--- src/rtl/auto_guesser.sv ---
// auto_guesser: automatic player for the 1A2B game.
// It issues 4-digit guesses with distinct digits and reads the game core's
// A/B feedback. Each new guess is the lowest candidate that agrees with
// every stored (guess, A, B) entry in the history.
//
// Ports:
//   clka            system clock, rising edge
//   reset           asynchronous active-low reset
//   restart         synchronous clear back to IDLE, accepted in any state
//   start           begin a game (sampled in IDLE only)
//   Anum, Bnum      feedback counts from the game core
//   valid           feedback strobe (sampled in WAIT only)
//   guess0..guess3  registered guess digits, guess0 is the leftmost digit
//   enter           one-cycle pulse, guess outputs are valid while it is high
//   busy            high while searching, issuing or waiting for feedback
//   done            last response was 4A
//   fail            no consistent candidate left, or guess limit reached
//   guess_cnt       guesses issued in the current game
//
// Optional feature: define FEEDBACK_CHECK_EN to reject impossible responses
// (Anum>4, Anum+Bnum>4, or 3A1B) by going straight to FAIL.

module auto_guesser #(
    parameter int unsigned MAX_GUESS  = 10,
    parameter logic [15:0] START_CAND = 16'h0123
) (
    input  logic       clka,
    input  logic       reset,
    input  logic       restart,
    input  logic       start,
    input  logic [2:0] Anum,
    input  logic [2:0] Bnum,
    input  logic       valid,
    output logic [3:0] guess0,
    output logic [3:0] guess1,
    output logic [3:0] guess2,
    output logic [3:0] guess3,
    output logic       enter,
    output logic       busy,
    output logic       done,
    output logic       fail,
    output logic [3:0] guess_cnt
);

    localparam logic [2:0] S_IDLE   = 3'd0;
    localparam logic [2:0] S_SEARCH = 3'd1;
    localparam logic [2:0] S_ISSUE  = 3'd2;
    localparam logic [2:0] S_WAIT   = 3'd3;
    localparam logic [2:0] S_DONE   = 3'd4;
    localparam logic [2:0] S_FAIL   = 3'd5;

    localparam logic [3:0] MAX_CNT = MAX_GUESS[3:0];

    logic [2:0]  state;
    logic [15:0] cand;
    logic [3:0]  idx;
    logic [3:0]  hist_cnt;

    logic [15:0] hist_g [MAX_GUESS];
    logic [2:0]  hist_a [MAX_GUESS];
    logic [2:0]  hist_b [MAX_GUESS];

    logic [3:0]  cd [4];
    logic [3:0]  hd [4];
    logic        dup;
    logic [2:0]  sa;
    logic [2:0]  sb;
    logic        match;
    logic [15:0] inc_val;
    logic        inc_ovf;
    logic        fb_bad;
    logic        hist_we;

    // Candidate digits, duplicate detection, score against history[idx],
    // and the BCD increment (guess3 nibble is least significant).
    always_comb begin
        logic carry;
        for (int unsigned i = 0; i < 4; i++) begin
            cd[i] = cand[4*(3-i) +: 4];
            hd[i] = hist_g[idx][4*(3-i) +: 4];
        end

        dup = 1'b0;
        for (int unsigned i = 0; i < 4; i++)
            for (int unsigned j = i + 1; j < 4; j++)
                if (cd[i] == cd[j]) dup = 1'b1;

        sa = '0;
        sb = '0;
        for (int unsigned i = 0; i < 4; i++)
            for (int unsigned j = 0; j < 4; j++)
                if (cd[i] == hd[j]) begin
                    if (i == j) sa = sa + 3'd1;
                    else        sb = sb + 3'd1;
                end
        match = (sa == hist_a[idx]) && (sb == hist_b[idx]);

        carry   = 1'b1;
        inc_val = cand;
        for (int unsigned i = 0; i < 4; i++)
            if (carry) begin
                if (cand[4*i +: 4] == 4'd9) begin
                    inc_val[4*i +: 4] = 4'd0;
                end else begin
                    inc_val[4*i +: 4] = cand[4*i +: 4] + 4'd1;
                    carry = 1'b0;
                end
            end
        inc_ovf = carry;
    end

`ifdef FEEDBACK_CHECK_EN
    logic [3:0] fb_sum;
    assign fb_sum = {1'b0, Anum} + {1'b0, Bnum};
    assign fb_bad = (Anum > 3'd4) || (fb_sum > 4'd4) || (Anum == 3'd3 && Bnum == 3'd1);
`else
    assign fb_bad = 1'b0;
`endif

    assign hist_we = reset && !restart && (state == S_WAIT) && valid &&
                     (Anum != 3'd4) && !fb_bad;

    // History storage carries no reset; hist_cnt alone marks live entries.
    // cand still holds the issued guess while in WAIT.
    always_ff @(posedge clka) begin
        if (hist_we) begin
            hist_g[hist_cnt] <= cand;
            hist_a[hist_cnt] <= Anum;
            hist_b[hist_cnt] <= Bnum;
        end
    end

    always_ff @(posedge clka or negedge reset) begin
        if (!reset) begin
            state     <= S_IDLE;
            cand      <= START_CAND;
            idx       <= '0;
            hist_cnt  <= '0;
            guess0    <= '0;
            guess1    <= '0;
            guess2    <= '0;
            guess3    <= '0;
            enter     <= 1'b0;
            guess_cnt <= '0;
        end else if (restart) begin
            state     <= S_IDLE;
            cand      <= START_CAND;
            idx       <= '0;
            hist_cnt  <= '0;
            guess0    <= '0;
            guess1    <= '0;
            guess2    <= '0;
            guess3    <= '0;
            enter     <= 1'b0;
            guess_cnt <= '0;
        end else begin
            enter <= 1'b0;
            case (state)
                S_IDLE: begin
                    if (start) begin
                        cand      <= START_CAND;
                        idx       <= '0;
                        hist_cnt  <= '0;
                        guess_cnt <= '0;
                        state     <= S_SEARCH;
                    end
                end
                S_SEARCH: begin
                    if (dup || (idx != hist_cnt && !match)) begin
                        if (inc_ovf) state <= S_FAIL;
                        else         cand  <= inc_val;
                        idx <= '0;
                    end else if (idx == hist_cnt) begin
                        state <= S_ISSUE;
                    end else begin
                        idx <= idx + 4'd1;
                    end
                end
                S_ISSUE: begin
                    guess0    <= cd[0];
                    guess1    <= cd[1];
                    guess2    <= cd[2];
                    guess3    <= cd[3];
                    enter     <= 1'b1;
                    guess_cnt <= guess_cnt + 4'd1;
                    state     <= S_WAIT;
                end
                S_WAIT: begin
                    if (valid) begin
                        if (fb_bad) begin
                            state <= S_FAIL;
                        end else if (Anum == 3'd4) begin
                            state <= S_DONE;
                        end else begin
                            hist_cnt <= hist_cnt + 4'd1;
                            idx      <= '0;
                            if (hist_cnt + 4'd1 == MAX_CNT) begin
                                state <= S_FAIL;
                            end else if (inc_ovf) begin
                                state <= S_FAIL;
                            end else begin
                                cand  <= inc_val;
                                state <= S_SEARCH;
                            end
                        end
                    end
                end
                S_DONE:  state <= S_DONE;
                S_FAIL:  state <= S_FAIL;
                default: state <= S_IDLE;
            endcase
        end
    end

    assign busy = (state == S_SEARCH) || (state == S_ISSUE) || (state == S_WAIT);
    assign done = (state == S_DONE);
    assign fail = (state == S_FAIL);

endmodule

--- config.mk ---
export PLATFORM = sky130hd
export DESIGN_NAME = auto_guesser
export DESIGN_NICKNAME = d
export VERILOG_FILES = /design/src/rtl/auto_guesser.sv
export SDC_FILE = /design/constraint.sdc
export NUM_CORES = 1
export LEC_CHECK = 0
export ABC_AREA = 1
export CAP_MARGIN = 30
export CORE_MARGIN = 2
export CORE_UTILIZATION = 50
export CTS_CLUSTER_DIAMETER = 100
export CTS_CLUSTER_SIZE = 20
export DETAILED_ROUTE_END_ITERATION = 7
export GPL_ROUTABILITY_DRIVEN = 0
export PLACE_DENSITY = 0.74
export SLEW_MARGIN = 25
export SYNTH_ARGS = -nofsm -noshare
export SYNTH_HDL_FRONTEND = slang
export SYNTH_SLANG_ARGS = --single-unit
--- constraint.sdc ---
create_clock -name clka -period 13.5 [get_ports clka]
set_clock_uncertainty 0.2 [all_clocks]
set_input_delay 2.7 -clock clka [delete_from_list [all_inputs] [get_ports clka]]
set_output_delay 2.7 -clock clka [all_outputs]
set_load 0.005 [all_outputs]
-- Word level (Yosys, flattened, before mapping)
Memories as Yosys holds them, arrays and structs flattened.
Index checks and enable logic that the tools add are counted.
- bits in writable memories: 220
- memories kept: 3
- output and inout bits: 24
- bits of input ports: 11
- bits in registers: 48
- logic and storage cells: 180
- equal/unequal tests: 46
- reduce and logical (&&, ||, !) cells: 21
- muxes and demuxes: 79
- add/sub/neg operators: 21
- memory list (memory ; depth ; bits a word ; rd ports ; clocked after Yosys merged registers in ; write ports ; line ; source):
    hist_g ; 10 ; 16 ; 1 ; 0 ; 1 ; 59 ; logic [15:0] hist_g [MAX_GUESS];
    hist_a ; 10 ; 3 ; 1 ; 0 ; 1 ; 60 ; logic [2:0] hist_a [MAX_GUESS];
    hist_b ; 10 ; 3 ; 1 ; 0 ; 1 ; 61 ; logic [2:0] hist_b [MAX_GUESS];
- operators with widths (kind ; count):
    2-to-1 mux 16 bit ; 7
    2-to-1 mux 4 bit ; 25
    equality test 4 bit ; 23
    2-to-1 mux 3 bit ; 23
    case mux 16 bit (3 select lines) ; 1
    adder 3 x 1 -> 3 bit (second input constant) ; 14
    adder 4 x 1 -> 4 bit (second input constant) ; 7
    equality test 4 bit (second input constant) ; 5
    2-to-1 mux 1 bit ; 19
    inequality test 3 bit (second input constant) ; 6
    case mux 3 bit (6 select lines) ; 1
    case mux 4 bit (2 select lines) ; 2
    inequality test 4 bit (second input constant) ; 3
    case mux 4 bit (3 select lines) ; 1
    equality test 3 bit (second input constant) ; 3
    AND reduction 4 bit ; 2
    equality test 3 x 2 -> 1 bit (second input constant) ; 2
    equality test 3 bit ; 2
    logical AND 1 bit ; 6
    AND reduction 6 bit ; 1
    nonzero test 3 bit ; 2
    AND reduction 5 bit ; 1
    inequality test 4 bit ; 1
    nonzero test 4 bit ; 1
    6 further kinds ; 9

-- Logic depth before layout (Yosys ltp)
An unclocked memory read counts as a cell.
- depth after elaboration: 33
- depth in mapped cells: 60
- mapped depth without buffers: 57

-- Worst setup path after synthesis
OpenSTA, ideal clock, no wires.
- kind: reg2reg
- from: register idx[0]
- to: register cand[2]
- slack: 4.879 ns
- clock period less this slack: 8.621 ns
- arrival time: 8.297 ns
- setup time: 0.123 ns
- required time: 13.177 ns
- buffers on the path: 4
- cell stages (with the launch flop): 58
- cells stage by stage: dfrtp_1 buf_6 inv_4 buf_2 buf_6 buf_2 nor2_1 o211ai_1 nand3_1 o21ai_2 xor2_1 inv_1 nor4_1 ha_1 inv_1 nand3_1 nand2_1 ha_1 (+22 left out) or2_2 and2_1 ha_1 nand2_1 xnor2_1 xnor2_1 xor2_1 o21ai_1 nor2_1 nand2_1 nor2_1 nand2_1 nand2_2 nand3_4 nand2_2 inv_2 nand2_1 o21ai_1
- longest elaborated chain between the ends: 32
- elaborated cells between the ends (all ways): 58
- those cells by class: add/sub (14); eq/ne (20); mux (16); reduce/logical (5); memory (3)
- RTL lines (what ; line ; source):
    start, declared ; 56 ; logic [3:0] idx;
    start signal, assigned ; 176 ; idx <= idx + 4'd1;
    memory (10 x 16 bit) ; -- ;
    equality test 4 bit ; 92 ; if (cd[i] == hd[j]) begin
    2-to-1 mux 1 bit ; 92 ;
    adder 3 x 1 -> 3 bit ; 94 ; else sb = sb + 3'd1;
    2-to-1 mux 3 bit ; 92 ;
    adder 3 x 1 -> 3 bit ; 94 ;
    2-to-1 mux 3 bit ; 92 ;
    adder 3 x 1 -> 3 bit ; 94 ;
    (+16 left out) ; -- ;
    2-to-1 mux 3 bit ; 92 ;
    equality test 3 bit ; 96 ; match = (sa == hist_a[idx]) && (sb == hist_b[idx]);
    logical AND 1 bit ; 96 ;
    zero test 1 bit ; 169 ; if (dup || (idx != hist_cnt && !match)) begin
    logical AND 1 bit * ; 169 ;
    logical OR 1 bit * ; 169 ;
    inequality test 3 bit (no source line) * ; -- ;
    AND reduction 6 bit (no source line) * ; -- ;
    end signal, assigned ; 171 ; else cand <= inc_val;
    end signal, assigned ; 202 ; cand <= inc_val;
    end, declared ; 55 ; logic [15:0] cand;
Every way passes the cells marked *; elsewhere a longest branch is shown, timed or not.
A chain may end at the register's enable or synchronous reset.

-- Final worst setup path
- from: register idx[0]
- to: register idx[0]
- longest elaborated chain between the ends: 33
- elaborated cells between the ends (all ways): 64
- those cells by class: add/sub (15); eq/ne (21); mux (20); reduce/logical (5); memory (3)
- RTL lines (what ; line ; source):
    memory (10 x 16 bit) ; -- ;
    equality test 4 bit ; 92 ;
    2-to-1 mux 1 bit ; 92 ;
    adder 3 x 1 -> 3 bit ; 94 ;
    2-to-1 mux 3 bit ; 92 ;
    adder 3 x 1 -> 3 bit ; 94 ;
    2-to-1 mux 3 bit ; 92 ;
    adder 3 x 1 -> 3 bit ; 94 ;
    (+17 left out) ; -- ;
    equality test 3 bit ; 96 ;
    logical AND 1 bit ; 96 ;
    zero test 1 bit ; 169 ;
    logical AND 1 bit ; 169 ;
    logical OR 1 bit ; 169 ;
    2-to-1 mux 4 bit ; 169 ;
    case mux 4 bit (3 select lines) ; 158 ; case (state)
    2-to-1 mux 4 bit ; 145 ; end else if (restart) begin
Several ways; a longest one is shown, not always the timed one. The select of a mux whose other input is x is not followed.

==> impl_metrics.env <==
export IMPL_ys_warn_count=0
export IMPL_postRouteAntennaNets=0
export IMPL_drive_gt1_frac=0.0849
export IMPL_firstDrtPassIters=6
export IMPL_fin_crit_ns=10.26
export IMPL_tns_ns=0
export IMPL_final_cells=1696
export IMPL_syn_nets=1365
export IMPL_critPathRequiredTime_ns=13.70
export IMPL_ys_types=49
export IMPL_via_per_inst=5.70
export IMPL_grt_pass1_wl_mm=50.8
export IMPL_area_growth_pct=8.10
export IMPL_slowest_stage="dfrtp_4"
export IMPL_power_density_nw_per_um2=151
export IMPL_cts_tree="done"
export IMPL_clk_latency_ns=0.50
export IMPL_crit_type="flip-flop to flip-flop"
export IMPL_final_core_util=0.546
export IMPL_synth_cells=1330
export IMPL_synth_edf_count=220
export IMPL_io_pins=35
export IMPL_die_height_um=168
export IMPL_clk_pin_slew_ns=0.09
export IMPL_postCtsSetupRepairBufs=0
export IMPL_drtIter0Drc=819
export IMPL_drc=0
export IMPL_status="finished, final reports clean"
export IMPL_synthArstFlopShare=0.179
export IMPL_cts_made_buffers=17
export IMPL_slew_viol_final=0
export IMPL_row_count=60
export IMPL_max_freq_ghz=0.0974
export IMPL_synthFlopType="edfxtp_1"
export IMPL_clock_path_buffers=3
export IMPL_rsz0062_at_grt="no"
export IMPL_avgRoutedWirePerCell_um=19.1
export IMPL_r2r_start="idx[0]"
export IMPL_cts_sinks=268
export IMPL_drt_total_wl_mm=32.3
export IMPL_crit_path_max_incr_delay_ns=0.71
export IMPL_critPathMaxFanout=64
export IMPL_endpoint_kind="flip-flop"
export IMPL_ys_seq_area_frac=0.579
export IMPL_max_slew_margin=0.377
export IMPL_hold_viol=0
export IMPL_grt_usage=0.229
export IMPL_crit_top_cell="nand2_1"
export IMPL_final_setup_viol_count=0
export IMPL_initial_core_util=0.505
export IMPL_worstMarginPinSlew_ns=0.934
export IMPL_post_cts_resize_count=0
export IMPL_port_buffers=34
export IMPL_nNetsFinal=1380
export IMPL_ys_seq_elements=268
export IMPL_htree_levels=1
export IMPL_grt_pass1_vias=9306
export IMPL_synth_area_um2=13500
export IMPL_cts_root_buffer="clkbuf_16"
export IMPL_ir_drop_uv=98.6
export IMPL_antennaDiodeCount=0
export IMPL_num_vias=9661
export IMPL_period_share=0.760
export IMPL_avgSynthCellArea_um2=10.1
export IMPL_p_leak_uw=0.00584
export IMPL_grt_overflow=0
export IMPL_cp_start_kind="flip-flop"
export IMPL_min_from="guess2[2]"
export IMPL_core_area_um2=26700
export IMPL_hold_buffers=0
export IMPL_grt_start_max_net_pins=72
export IMPL_crit_start="idx[0]"
export IMPL_maxCapViolations=0
export IMPL_worstHoldPathType="flip-flop to flip-flop"
export IMPL_cp_arrival_ns=10.47
export IMPL_die_x_um=168
export IMPL_placed_cells=1666
export IMPL_antenna_found_initial=0
export IMPL_place_hpwl_mm=20.1
export IMPL_die_area_um2=28300
-- routing by layer --
metal,track usage,share of wire,up-vias
met2,0.380,0.47,353
met3,0.0280,0.067,69
met1,0.316,0.43,4681
met4,0.0727,0.031,0
li1,-,-,4558
met5,0,0,-
-- sequential cells by signal, indices dropped and copies added (netlist names) --
name,flops
idx,4
cand,16
state,3
guess0,4
guess3,4
guess1,4
guess_cnt,4
enter,1
guess2,4
hist_b,30
hist_g,160
hist_a,30
hist_cnt,4
-- logic make-up after synthesis --
group	Yosys count	share of synthesized area
compound gates	189	0.0836
xor+xnor	100	0.0649
fa+ha+maj	24	0.0223
buf+inv	172	0.0597
flops	268	0.579
mux	1	0.000742
simple gates	576	0.190
-- stage by stage --
step	total power, µW	hold slack [ns]	setup slack, ns	area [µm²]
floorplan	1540	0.276	4.88	13500
global placement	1690	0.271	3.43	14100
detailed placement	1710	0.274	3.27	14100
CTS	2210	0.295	3.24	14600
global route	2340	0.318	2.27	14600
finish	2210	0.291	3.24	14600
-- synth_stat cells (2+ instances only) --
| library cell | n | share of area |
|---|---|---|
| nand2_1 | 249 | 0.069 |
| edfxtp_1 | 220 | 0.49 |
| nor2_1 | 130 | 0.036 |
| nand3_1 | 111 | 0.041 |
| inv_1 | 97 | 0.027 |
| xor2_1 | 87 | 0.056 |
| o21ai_0 | 77 | 0.029 |
| dfrtp_1 | 44 | 0.082 |
| a21oi_1 | 33 | 0.012 |
| ha_1 | 24 | 0.022 |
| nand2_2 | 21 | 0.0097 |
| o211ai_1 | 21 | 0.012 |
| clkbuf_1 | 20 | 0.0056 |
| o21ai_1 | 20 | 0.0074 |
| nor3_1 | 17 | 0.0063 |
| buf_2 | 15 | 0.0056 |
| xnor2_1 | 13 | 0.0084 |
| nand4_1 | 11 | 0.0051 |
| buf_6 | 10 | 0.0083 |
| a221oi_1 | 9 | 0.0058 |
| buf_4 | 8 | 0.0045 |
| nand3_2 | 8 | 0.0059 |
| o31ai_1 | 8 | 0.0045 |
| or2_2 | 8 | 0.0037 |
| inv_2 | 7 | 0.0019 |
| nor4_1 | 7 | 0.0032 |
| buf_1 | 6 | 0.0017 |
| o21ai_2 | 6 | 0.0039 |
| clkinv_1 | 5 | 0.0014 |
| a32o_1 | 4 | 0.0030 |
| dfstp_2 | 4 | 0.0078 |
| nand3b_1 | 4 | 0.0022 |
| nor3_2 | 4 | 0.0030 |
| and2_1 | 3 | 0.0014 |
| buf_8 | 3 | 0.0033 |
| a2111oi_0 | 2 | 0.0013 |
| o41ai_1 | 2 | 0.0013 |
-- placed cells by master (no fill, tap or decap), types with 5 or more instances in the layout --
| cell | n |
|---|---|
| nand2_2 | 21 |
| clkbuf_1 | 11 |
| o31ai_1 | 8 |
| xor2_1 | 87 |
| edfxtp_1 | 220 |
| ha_1 | 24 |
| o211ai_1 | 21 |
| nor3_2 | 11 |
| clkdlybuf4s50_1 | 33 |
| inv_2 | 7 |
| or2_2 | 8 |
| nor4_1 | 7 |
| clkbuf_16 | 17 |
| inv_1 | 97 |
| nand3_2 | 8 |
| nor3_1 | 10 |
| o21ai_2 | 6 |
| o21ai_1 | 20 |
| o21ai_0 | 77 |
| a221oi_1 | 9 |
| nand3_1 | 111 |
| dfrtp_1 | 43 |
| xnor2_1 | 13 |
| nand4_1 | 11 |
| nand2_1 | 249 |
| buf_4 | 23 |
| nor2_1 | 127 |
| a21oi_1 | 33 |
| clkinv_1 | 5 |
-- worst max-delay path, delay by kind of cell (launching register included) --
family / cells / cell delay [ns]
simple gates: 31 / 4.07
fa+ha+maj: 10 / 2.61
compound gates: 5 / 0.60
buf+inv: 5 / 1.24
xor+xnor: 4 / 0.67
flops: 1 / 0.71
-- report_power, final --
part / internal, µW / switching (µW) / leakage (µW) / total [µW]
Clock: 240 / 268 / 0.000229 / 508
Combinational: 242 / 459 / 0.00292 / 700
Sequential: 939 / 60.5 / 0.00270 / 1000
-- cell type report --
class | instances | area, µm²
Clock buffer | 28 | 467
Clock inverter | 1 | 16.3
Fill cell | 2303 | 12100
Inverter | 110 | 415
Multi-Input combinational cell | 890 | 4920
Sequential cell | 268 | 7820
Tap cell | 341 | 427
Timing Repair Buffer | 58 | 528
-- final timing paths --
| kind | endpoint | slack, ns | cells past startpoint |
|---|---|---|---|
| min in group asynchronous | guess_cnt[3] | 2.10 | 2 |
| setup / recovery | idx[0] | 3.24 | 55 |
| max in group asynchronous | idx[0] | 10.52 | 2 |
| setup reg to reg | idx[0] | 3.24 | 55 |
| hold / removal | guess2[2] | 0.29 | 2 |
| hold reg to reg | guess2[2] | 0.29 | 2 |
Note: power is estimated with default switching activity, not from simulation.
==> patch 1, RTL diff (same settings) <==
The option `FEEDBACK_CHECK_EN` is turned on by a define.
--- a/src/rtl/auto_guesser.sv
+++ b/src/rtl/auto_guesser.sv
@@ -20,4 +20,6 @@
 // Optional feature: define FEEDBACK_CHECK_EN to reject impossible responses
 // (Anum>4, Anum+Bnum>4, or 3A1B) by going straight to FAIL.
+
+`define FEEDBACK_CHECK_EN
 
 module auto_guesser #(
Formal check against the unedited RTL: not equivalent (a bounded check fails within 10 cycles, from zero or initial values and one cycle with reset low).
==> patch 1 against the original RTL <==
Largest cell class unchanged. Routed wire length rose by 4.0%. Non-clock buffer count decreased by 2. Design area grew 3.5%. Sequential cell count is the same. Synthesized area up 3.9%. Critical path depth is 2 lower. Sequential power increased by 4%. Total power grew 0.38%. Critical path type unchanged. Worst setup slack better by 0.70 ns.
==> patch 1: results (changes against the original RTL) <==
Outcome
  – Outcome: finished clean

Place
  – Cell Area, Placed: 14600 um^2 (+3.7%)
  – Post-DP HPWL: 21.1 mm (+4.8%)
  – Dpl ws: 4.06 ns (+0.793 ns)

Synth
  – Post-synth top cells: nand2_1 (236), edfxtp_1 (220), nand3_1 (138)
  – Sequential share of the synthesized area: 55.7% (-2.2 points)
  – Library cells used by synthesis: 55 (+12%)
  – Post-synthesis adder-cell area fraction: 2.55% (+0.33 points)
  – Top post-synthesis cells by area: edfxtp_1 (47%), dfrtp_1 (7.9%), nand2_1 (6.3%)

Pwr
  – Psw: 783 uW (-0.45%)
  – Leakage: 6.10 nW (+4.5%)
  – Comb. pwr: 674 uW (-3.7%)
  – Peak supply drop: 0.000128 V (+30%)
  – Flop pwr share: 47.1% (+1.8 points)

Finish
  – Final #Nets: 1439 (+4.3%)
  – Share of layout cells above drive strength 1: 10.0% (+1.5 points)

GRT
  – Met2 Resource Use GR: 39.9% (+1.9 points)
  – Met1 usage: 31.8% (+0.20 points)
  – Largest net degree at the start of global routing: 87 (+21%)
  – Tot GR Track Use: 23.4% (+0.55 points)
  – First-pass GRT wire length: 53.5 mm (+5.4%)
  – Met3 global-route usage: 2.69% (-0.11 points)

Route
  – Routed WL: 33.6 mm (+4.0%)
  – Drt pass-1 iters: 5 (-1)
  – M1 WL: 14.2 mm (+2.4%)
  – WL met2: 16.5 mm (+7.6%)

Worst setup path
  – CP Max Fanout: 86 (+34%)
  – Worst r2r path cells: 53 (-3.6%)
  – Worst reg-to-reg setup slack: 3.94 ns (+0.70 ns)
  – Worst R2R End: cand[2]
  – CP Data Arrival Time: 9.82 ns (-0.65 ns)

STA
  – Worst rel slew slack: 35.1% (-2.6 points)
patch 1: changes by cell type in the layout (fill, tap and decap cells not counted), sizes merged, moves of 6 or more:
cell and change:
clkbuf -6, inv +7, nand3 +33, nor2 +8, xnor2 +6
patch 1: area by class of cell:
class / count / area (um^2)
fillers: 2340 / 12600
flip-flops and latches: 268 / 7820
multi-input cells: 939 / 5380
repair buffers: 56 / 513
well taps: 378 / 473
inverters: 118 / 445
clock buffers: 22 / 444
clock inverters: 2 / 25.0
patch 1: critical path: cells and delay by family, from the launching register on:
| family | cells | cell delay [ns] |
|---|---|---|
| AND/OR/NAND/NOR | 30 | 3.21 |
| adder cells (fa/ha/maj) | 10 | 2.75 |
| buffers and inverters | 5 | 1.41 |
| flip-flops | 1 | 0.74 |
| AO/OA/AOI/OAI | 5 | 0.62 |
| XOR/XNOR | 3 | 0.54 |
patch 1: worst max-delay path by stage:
stage | start | endpoint | slack [ns] | cells past startpoint
after floorplan | idx[0] | cand[14] | 5.85 | 52
after global placement | idx[0] | cand[2] | 4.32 | 53
after detailed placement | idx[0] | cand[2] | 4.06 | 53
after CTS | idx[0] | cand[2] | 4.01 | 53
after global routing | idx[0] | state[2] | 3.13 | 51
final | idx[0] | cand[2] | 3.94 | 53
patch 1: stage by stage:
stage	hold WS, ns	std cells
floorplan	0.302	1389
global placement	0.301	1757
detailed placement	0.302	1758
CTS	0.326	1782
global route	0.355	1783
finish	0.322	1783
patch 1: cells by family after synthesis:
| logic type | Yosys count |
|---|---|
| AO/OA/AOI/OAI | 186 |
| XOR/XNOR | 103 |
| multiplexers | 1 |
| buffers and inverters | 182 |
| flip-flops | 268 |
| adder cells (fa/ha/maj) | 28 |
| AND/OR/NAND/NOR | 621 |
==> patch 2, RTL diff (same flow settings) <==
Made on the original files. Add an input register stage for `restart`, `start` and `valid`, cleared by the reset; this delays them by one clock. The other inputs are not delayed to match. Comments in the files are not updated.
--- a/src/rtl/auto_guesser.sv
+++ b/src/rtl/auto_guesser.sv
@@ -52,4 +52,20 @@
     localparam logic [3:0] MAX_CNT = MAX_GUESS[3:0];
 
+    logic restart_q;
+    logic start_q;
+    logic valid_q;
+
+    always_ff @(posedge clka or negedge reset) begin
+        if (!reset) begin
+            restart_q <= '0;
+            start_q   <= '0;
+            valid_q   <= '0;
+        end else begin
+            restart_q <= restart;
+            start_q   <= start;
+            valid_q   <= valid;
+        end
+    end
+
     logic [2:0]  state;
     logic [15:0] cand;
@@ -118,5 +134,5 @@
 `endif
 
-    assign hist_we = reset && !restart && (state == S_WAIT) && valid &&
+    assign hist_we = reset && !restart_q && (state == S_WAIT) && valid_q &&
                      (Anum != 3'd4) && !fb_bad;
 
@@ -143,5 +159,5 @@
             enter     <= 1'b0;
             guess_cnt <= '0;
-        end else if (restart) begin
+        end else if (restart_q) begin
             state     <= S_IDLE;
             cand      <= START_CAND;
@@ -158,5 +174,5 @@
             case (state)
                 S_IDLE: begin
-                    if (start) begin
+                    if (start_q) begin
                         cand      <= START_CAND;
                         idx       <= '0;
@@ -187,5 +203,5 @@
                 end
                 S_WAIT: begin
-                    if (valid) begin
+                    if (valid_q) begin
                         if (fb_bad) begin
                             state <= S_FAIL;
Formal check against the unedited RTL: not equivalent (Yosys sat finds a counterexample within 4 cycles, from zero or initial values and one cycle with reset low).
==> patch 2 against the original RTL <==
Synthesized area is 3.2% higher. Sequential cell count rose by 3. Worst setup slack improved by 0.55 ns. Non-clock buffer count is 1 lower. Global-route usage about the same. Routed wire length increased by 1.9%. Design area increased by 2.6%. Synthesized cell count is 2.5% higher.
Power is not compared: it rests on default switching activity, and its combinational part moved more than twofold at a synthesized area within 25%.
==> patch 2: results (changes against the original RTL) <==
Pwr
  – Peak supply drop: between 0.0001 and 0.00015 V
  – Leakage: 5.86 nW

Clocking
  – Clock-pin transition on the worst setup and hold timing paths: 0.09 ns (about the same)
  – Worst-Skew Late Latency: around 0.5 ns
  – Clock Path Buffers: 3 (unchanged)
  – Htree depth: 1 (unchanged)
  – Post-CTS Setup Bufs: 0 (unchanged)
  – # resized after CTS: 0 (unchanged)

Route
  – Drt first-iter violations: 783 (-4.4%)
  – WL met2: 16.0 mm (+4.5%)
  – Avg WL per Cell: 18.8 um (-1.4%)
  – Drt pass-1 iters: 5 (-1)
  – Vias per inst: 5.62 (-1.3%)
  – Met3 WL: 2.05 mm (-5.4%)
  – M1 WL: 14.1 mm (+1.9%)

Worst setup path
  – Worst R2R End: cand[4]
  – Slowest-stage cell, CP: dfrtp_4
  – Worst r2r src: idx[0]
  – Worst r2r path cells: 53 (-3.6%)
  – Slowest stage delay, CP: 0.78 ns (+0.07 ns)
  – CP Data Arrival Time: 9.91 ns (-0.56 ns)
  – CP Max Fanout: 82 (+28%)
  – Worst reg-to-reg setup slack: 3.78 ns (+0.55 ns)

Place
  – Placed Instances: 1730 (+3.8%)
  – # port buffers: 34 (unchanged)
  – Cell Area, Placed: 14500 um^2 (+3.0%)
  – Post-DP HPWL: 20.6 mm (+2.3%)

Synth
  – Library cells used by synthesis: 55 (+12%)
  – YS warnings: 0 (unchanged)
  – Asr flop ratio synth: 18.8% (+0.91 points)
  – Post-Syn Instances: 1363 (+2.5%)
  – Top post-synthesis cells by area: edfxtp_1 (47%), dfrtp_1 (8.4%), nand2_1 (6.5%)
  – Sequential share of the synthesized area: 56.6% (-1.3 points)
  – Post-synth top cells: nand2_1 (243), edfxtp_1 (220), nor2_1 (136)
  – Ys flop type: edfxtp_1

Finish
  – Largest regs: hist_g: 160 flops, hist_a: 30 flops, hist_b: 30 flops
  – ANT cells: 0 (unchanged)
  – Cell Count, Final, Fillers Out: 1754 (+3.4%)
  – Number of fill cells: 2425 (+5.3%)
  – Final #Nets: 1406 (+1.9%)
  – Share of layout cells above drive strength 1: 11.0% (+2.6 points)

Min path
  – Cells on Worst Hold Path: 2 (unchanged)
  – Hold Crit Class: flip-flop to flip-flop
  – Hold Path Origin: guess2[3]
  – Hold EP: guess2[3]

GRT
  – Vias in the first global route: 9741 (+4.7%)
  – Largest net degree at the start of global routing: 83 (+15%)
  – Tot GR Track Use: 22.9% (about the same)
  – Initial antenna violation count: 0 (unchanged)
  – First-pass GRT wire length: 51.9 mm (+2.3%)

Outcome
  – Outcome: finished clean

STA
  – WHS: 0.321 ns (+0.0292 ns)
  – Slew @ Worst Pin: 1.02 ns (+0.0881 ns)
==> patch 2: worst max-delay path by stage <==
stage / from / to / slack (ns) / cells after the start
floorplan: idx[0] / cand[6] / 5.96 / 53
global placement: idx[0] / cand[4] / 4.15 / 54
detailed placement: idx[0] / cand[4] / 3.92 / 53
CTS: idx[0] / cand[4] / 3.85 / 53
global route: idx[0] / cand[4] / 2.81 / 53
finish: idx[0] / cand[4] / 3.78 / 53
==> patch 2: logic make-up (layout without fill, tap and decap cells) <==
family | after synthesis | in the layout | share of synthesized area, %
AOI/OAI and AO/OA | 176 | 176 | 8.00
and+or+nand+nor | 621 | 621 | 20.7
xor gates and xnor gates | 104 | 104 | 6.54
muxes | 1 | 1 | 0.0718
adders and majority gates | 24 | 24 | 2.16
DFF | 271 | 271 | 56.6
buffers and inverters | 166 | 179 | 5.87
==> patch 2: final cells by class <==
cell class / count / area share (%)
clock buffers: 22 / 2.97
clock inverters: 2 / 0.134
inverters: 98 / 2.47
multi-input cells: 926 / 35.2
flip-flops and latches: 271 / 52.7
well taps: 378 / 3.16
repair buffers: 57 / 3.39
==> patch 2: per-layer routing <==
layer | track usage (%) | vias up
met4 | 6.67 | 0
met1 | 30.6 | 4804
met2 | 39.4 | 324
li1 | - | 4670
met5 | 0 | -
met3 | 2.71 | 62
==> patch 2: metrics by stage <==
step           setup slack [ns]  utilization (%)  power, mW
6_report                   3.78             54.2       1.84
5_1_grt                    2.81             54.2       1.92
3_3_place_gp               4.15             52.5       1.35
2_1_floorplan              5.96                -       1.26
4_1_cts                    3.85             54.2       1.84
3_5_place_dp               3.92             52.5       1.36
==> patch 2: where the power goes <==
part / leakage [nW] / internal, mW / total [mW] / switching [mW]
clock network: 0.226 / 0.234 / 0.499 / 0.264
registers: 2.62 / 0.950 / 1.01 / 0.0600
logic: 3.01 / 0.113 / 0.336 / 0.223
==> patch 2: critical path, delay by kind of cell, from the launching register on <==
kind	cells	cell delay, ns
and+or+nand+nor	31	2.91
buffers and inverters	5	1.66
adders and majority gates	10	2.72
AOI/OAI and AO/OA	3	0.58
xor gates and xnor gates	4	0.68
DFF	1	0.78
